--- config.mk ---
export PLATFORM = sky130hd
export DESIGN_NAME = ysyx_201979054_axi_read_arbiter
export DESIGN_NICKNAME = d
export VERILOG_FILES = /design/src/rtl/ysyx_201979054_axi_read_arbiter.sv
export SDC_FILE = /design/constraint.sdc
export NUM_CORES = 1
export LEC_CHECK = 0
export CORE_AREA = 2 2 151 153
export CTS_BUF_LIST = sky130_fd_sc_hd__clkbuf_4 sky130_fd_sc_hd__clkbuf_8
export DETAILED_ROUTE_END_ITERATION = 10
export DIE_AREA = 0 0 153 155
export SETUP_SLACK_MARGIN = 0.2
export SYNTH_ARGS = -nofsm -noshare
export SYNTH_HDL_FRONTEND = slang
export SYNTH_SLANG_ARGS = --single-unit
--- constraint.sdc ---
create_clock -name clk -period 2.25 [get_ports clk]
set_clock_uncertainty 0.1 [all_clocks]
set_input_delay 0.45 -clock clk [delete_from_list [all_inputs] [get_ports clk]]
set_output_delay 0.45 -clock clk [all_outputs]
set_load 0.1 [all_outputs]
--- src/rtl/ysyx_201979054_axi_read_arbiter.sv ---
// Round-robin arbiter sharing one AXI4 read channel between icache refill (0),
// dcache refill (1) and non-cacheable load (2). One burst in flight at a time.
module ysyx_201979054_axi_read_arbiter #(
  parameter int ADDR_WIDTH = 64,
  parameter int DATA_WIDTH = 32
) (
  input  logic                  clk,
  input  logic                  arst,
  input  logic [2:0]            i_req,
  input  logic [ADDR_WIDTH-1:0] i_addr_0,
  input  logic [ADDR_WIDTH-1:0] i_addr_1,
  input  logic [ADDR_WIDTH-1:0] i_addr_2,
  input  logic [7:0]            i_len_0,
  input  logic [7:0]            i_len_1,
  input  logic [7:0]            i_len_2,
  input  logic [2:0]            i_size_0,
  input  logic [2:0]            i_size_1,
  input  logic [2:0]            i_size_2,
  output logic [2:0]            o_grant,
  output logic [2:0]            o_r_valid,
  output logic [DATA_WIDTH-1:0] o_r_data,
  output logic                  o_r_last,
  output logic [2:0]            o_done,
  output logic                  o_r_err,
  output logic                  o_len_err,
  output logic                  o_ar_valid,
  input  logic                  i_ar_ready,
  output logic [ADDR_WIDTH-1:0] o_ar_addr,
  output logic [7:0]            o_ar_len,
  output logic [2:0]            o_ar_size,
  output logic [1:0]            o_ar_burst,
  input  logic                  i_r_valid,
  input  logic [DATA_WIDTH-1:0] i_r_data,
  input  logic [1:0]            i_r_resp,
  input  logic                  i_r_last,
  output logic                  o_r_ready
);

  typedef enum logic [1:0] {
    IDLE = 2'd0,
    ADDR = 2'd1,
    DATA = 2'd2
  } state_e;

  state_e                  state_q;
  logic [1:0]              owner_q;
  logic [1:0]              last_owner_q;
  logic [2:0]              grant_q;
  logic                    ar_valid_q;
  logic                    r_ready_q;
  logic [ADDR_WIDTH-1:0]   ar_addr_q;
  logic [7:0]              ar_len_q;
  logic [2:0]              ar_size_q;
  logic [7:0]              beat_cnt_q;

  logic [1:0]              cand0_s;
  logic [1:0]              cand1_s;
  logic [1:0]              cand2_s;
  logic [3:0]              req_ext_s;
  logic [1:0]              owner_d;
  logic [ADDR_WIDTH-1:0]   ar_addr_d;
  logic [7:0]              ar_len_d;
  logic [2:0]              ar_size_d;
  logic                    beat_s;

  function automatic logic [1:0] next_port(input logic [1:0] p);
    logic [1:0] n;
    case (p)
      2'd0:    n = 2'd1;
      2'd1:    n = 2'd2;
      default: n = 2'd0;
    endcase
    return n;
  endfunction

  function automatic logic [2:0] port_onehot(input logic [1:0] p);
    logic [2:0] oh;
    case (p)
      2'd0:    oh = 3'b001;
      2'd1:    oh = 3'b010;
      2'd2:    oh = 3'b100;
      default: oh = 3'b000;
    endcase
    return oh;
  endfunction

  // Round-robin winner: search starts one past the previous owner.
  always_comb begin
    req_ext_s = {1'b0, i_req};
    cand0_s   = next_port(last_owner_q);
    cand1_s   = next_port(cand0_s);
    cand2_s   = next_port(cand1_s);
    if (req_ext_s[cand0_s]) begin
      owner_d = cand0_s;
    end else if (req_ext_s[cand1_s]) begin
      owner_d = cand1_s;
    end else begin
      owner_d = cand2_s;
    end
  end

  // AR field mux for the winning requester.
  always_comb begin
    case (owner_d)
      2'd0: begin
        ar_addr_d = i_addr_0;
        ar_len_d  = i_len_0;
        ar_size_d = i_size_0;
      end
      2'd1: begin
        ar_addr_d = i_addr_1;
        ar_len_d  = i_len_1;
        ar_size_d = i_size_1;
      end
      2'd2: begin
        ar_addr_d = i_addr_2;
        ar_len_d  = i_len_2;
        ar_size_d = i_size_2;
      end
      default: begin
        ar_addr_d = '0;
        ar_len_d  = 8'd0;
        ar_size_d = 3'd0;
      end
    endcase
  end

  assign beat_s = r_ready_q & i_r_valid;

  // Arbitration FSM; last_owner resets to 2 so port 0 is searched first.
  always_ff @(posedge clk or negedge arst) begin
    if (!arst) begin
      state_q      <= IDLE;
      owner_q      <= 2'd0;
      last_owner_q <= 2'd2;
      grant_q      <= 3'b000;
      ar_valid_q   <= 1'b0;
      r_ready_q    <= 1'b0;
      ar_addr_q    <= '0;
      ar_len_q     <= 8'd0;
      ar_size_q    <= 3'd0;
      beat_cnt_q   <= 8'd0;
    end else begin
      case (state_q)
        IDLE: begin
          if (|i_req) begin
            owner_q    <= owner_d;
            grant_q    <= port_onehot(owner_d);
            ar_addr_q  <= ar_addr_d;
            ar_len_q   <= ar_len_d;
            ar_size_q  <= ar_size_d;
            ar_valid_q <= 1'b1;
            state_q    <= ADDR;
          end
        end
        ADDR: begin
          if (i_ar_ready) begin
            ar_valid_q <= 1'b0;
            r_ready_q  <= 1'b1;
            beat_cnt_q <= 8'd0;
            state_q    <= DATA;
          end
        end
        DATA: begin
          if (beat_s) begin
            beat_cnt_q <= beat_cnt_q + 8'd1;
            if (i_r_last) begin
              r_ready_q    <= 1'b0;
              grant_q      <= 3'b000;
              last_owner_q <= owner_q;
              state_q      <= IDLE;
            end
          end
        end
        default: begin
          state_q    <= IDLE;
          grant_q    <= 3'b000;
          ar_valid_q <= 1'b0;
          r_ready_q  <= 1'b0;
        end
      endcase
    end
  end

  assign o_grant    = grant_q;
  assign o_ar_valid = ar_valid_q;
  assign o_ar_addr  = ar_addr_q;
  assign o_ar_len   = ar_len_q;
  assign o_ar_size  = ar_size_q;
  assign o_ar_burst = 2'b01;
  assign o_r_ready  = r_ready_q;

  // Beat-side strobes are combinational so beats reach the owner with no latency;
  // the counter holds beats already taken, so the last beat must see it equal ARLEN.
  assign o_r_data  = i_r_data;
  assign o_r_last  = i_r_last;
  assign o_r_valid = beat_s ? grant_q : 3'b000;
  assign o_done    = (beat_s && i_r_last) ? grant_q : 3'b000;
  assign o_r_err   = beat_s & (i_r_resp != 2'b00);
  assign o_len_err = beat_s & i_r_last & (beat_cnt_q != ar_len_q);

endmodule

==> impl_metrics.yaml, run 1 <==
run_status:
  status: "completed"
grt:
  grt_start_max_net_pins: 43
  grt_pass1_vias: 5391
  grt_overflow_total: 0
  grtUsageTotal: 0.164
  grt_pass1_wl_mm: 30.2
  antenna_found_initial: 0
logic_synthesis:
  postSynthCellCount: 490
  synth_area_leaders: "dfrtp_1, a222oi_1, a21oi_1, nor2_1, buf_4"
  syn_area_um2: 4890
  synth_edf_count: 0
  synthFlopType: "dfrtp_1"
  yosysMostFrequentCell: "dfrtp_1"
  syn_nets: 758
  synth_seq_area_share: 0.481
  post_synth_num_cell_types: 43
  ys_async_sr_fraction: 1.00
  ys_warn_count: 0
  ys_ff_latch: 94
  synth_top_cell_area_share: 0.476
  synth_commonest_cells: "dfrtp_1, nor2_1, a21oi_1"
  syn_avg_cell_area_um2: 9.98
  yosysTopAreaCell: "dfrtp_1"
min_path:
  hold_class: "reg -> reg"
clock_tree:
  numCtsBuffers: 9
  root_buffer: "clkbuf_8"
  worst_skew_pair.late_latency_ns: 0.37
  ctsLongestPathBuffers: 2
  clkSinkCount: 94
  cts_tree: "yes"
  htreeDepth: 3
  clk_pin_slew_ns: 0.10
finish:
  seq_area_um2: 2370
  nFillCells: 2224
  syn2layout_area_growth_pct: 83.3
  stdcell_area_um2: 8970
  drive_above_1_share: 0.263
  final_nets: 1087
  diodes: 0
  multi_input_area_um2: 2120
floorplan:
  boundaryPins: 390
  dieHeight_um: 155
  placementRows: 55
  die_w_um: 153
  core_um2: 22200
  die-area_um2: 23700
  start_util: 0.220
detailed_routing:
  avgRoutedWirePerCell_um: 18.7
  drt_pass1_iterations: 9
  first_iter_violations: 527
  drc_errors: 0
  finalWirelength_mm: 20.8
  vias: 5384
  via_per_inst: 4.85
  ant_nets: 0
timing:
  min_period_ns: 2.18
  setup_violations: 0
  setup_ws_ns: 0.0656
  slew_violations: 0
  hold_viol_final: 0
  timing.fmax_mhz: 458
  post-route-period-util: 0.971
  rsz0062_at_grt: "true"
power_and_ir_drop:
  power_density_nw_per_um2: 1700
  leakage_uw: 0.00374
  peakVddDrop_uv: 1070
critical_path:
  worstSetupStartpointType: "flop"
  worstPathMaxFanout: 3
  cp.arrival_ns: 1.63
  cp-end-kind: "primary output"
  worstPathRequired_ns: 1.70
  crit_type: "reg -> out"
placed_design:
  dp_hpwl_mm: 14.9
  dpl-instance-area_um2: 8400
  pre_cts_ws_ns: -0.291
  numPortBuffers: 323
  place_congestion: 0.817
run:
  max_cap_violations: 0
[worst max-delay path: stages (launching register included)]
cell and delay (ns):
dfrtp_2 0.44, xor2_1 0.15, nor4_2 0.37, a21oi_4 0.11, buf_12 0.18
[placed cells by master, fill, tap and decap left out, drive strengths merged, types with 3 or more instances in the layout]
cell / n
nand3: 4
nor3: 3
xor2: 14
dfrtp: 93
clkbuf: 15
a222oi: 75
nand2b: 3
inv: 5
mux2: 3
a21oi: 79
nand2: 5
buf: 159
nor2: 87
dlygate4sd2: 5
and2: 3
nand4: 4
clkdlybuf4s50: 228
and3: 6
o21ai: 3
[final cells by class]
type                            count  share of cell area
Inverter                            5             0.00209
Clock inverter                      4             0.00363
Tap cell                          285              0.0398
Timing Repair Buffer              396               0.437
Multi-Input combinational cell    313               0.236
Sequential cell                    94               0.264
Clock buffer                       12              0.0170
[cell families after synthesis]
logic type      share of synthesized area
compound gates                      0.260
simple gates                        0.111
flops                               0.481
buf+inv                             0.112
xor+xnor                           0.0251
mux                               0.00690
other cells                       0.00154
fa+ha+maj                         0.00256
[layer usage]
| metal | up-vias | wire length, µm | GRT usage |
|---|---|---|---|
| met5 | - | 0 | 0 |
| met4 | 0 | 794 | 0.0829 |
| met3 | 39 | 1560 | 0.0396 |
| met2 | 287 | 10400 | 0.287 |
| met1 | 2549 | 8010 | 0.186 |
| li1 | 2509 | - | - |
[per-stage QoR]
stage	power [µW]	utilization	hold slack, ns	cells	setup TNS, ns
2_1_floorplan	11100	-	0.0544	490	0
6_report	15300	0.403	0.404	1109	0
3_5_place_dp	13800	0.378	0.352	1068	-11.79
5_1_grt	16000	0.403	0.447	1109	-0.0225
4_1_cts	15200	0.395	0.409	1095	0
3_3_place_gp	13700	0.378	0.354	1068	-9.58
[state kept, by name, summed over array words and instances, names as in the netlist, 2 cells and up]
name and count:
o_ar_addr 64, o_ar_size 3, owner_q 2, o_ar_len 8
state_q 2, beat_cnt_q 8, last_owner_q 2, o_grant 3
[worst paths after layout]
| path | to | cells past startpoint | slack (ns) | start |
|---|---|---|---|---|
| max in group asynchronous | o_ar_addr[40]$_DFFE_PN0P_ | 3 | 0.97 | arst |
| setup reg to reg | o_ar_addr[37]$_DFFE_PN0P_ | 6 | 0.19 | last_owner_q[1]$_DFFE_PN1P_ |
| min in group asynchronous | o_ar_valid$_DFFE_PN0P_ | 2 | 0.46 | arst |
| setup / recovery | o_len_err | 4 | 0.07 | o_ar_len[5]$_DFFE_PN0P_ |
| hold reg to reg | last_owner_q[1]$_DFFE_PN1P_ | 1 | 0.40 | owner_q[1]$_DFFE_PN0P_ |
| hold / removal | last_owner_q[1]$_DFFE_PN1P_ | 1 | 0.40 | owner_q[1]$_DFFE_PN0P_ |
[timing repair]
item	CTS	global route
hold endpoints to repair	30	0
cloned	3	4
resized for setup	14	12
pin swaps	7	49
buffers inserted	7	11
setup endpoints to repair	28	22
hold buffers	1	0
[report_power, final]
group	switching, µW	leakage, µW	internal, µW
combinational	7940	0.00257	3110
sequential	608	0.00107	2530
clock	649	0.0000896	462
No activity file was read; power rests on OpenSTA's default activity.
==> run 2: changes to the inputs <==
Settings changed: CAP_MARGIN set to 20.
==> results of run 2 <==
No change in the layout: final DEF, timing and power equal those of run 1.
==> run 3: changes to the inputs <==
Settings changed: ABC_CLOCK_PERIOD_IN_PS set to 2250.
==> results of run 3 <==
No change in the layout: final DEF, timing and power equal those of run 1.
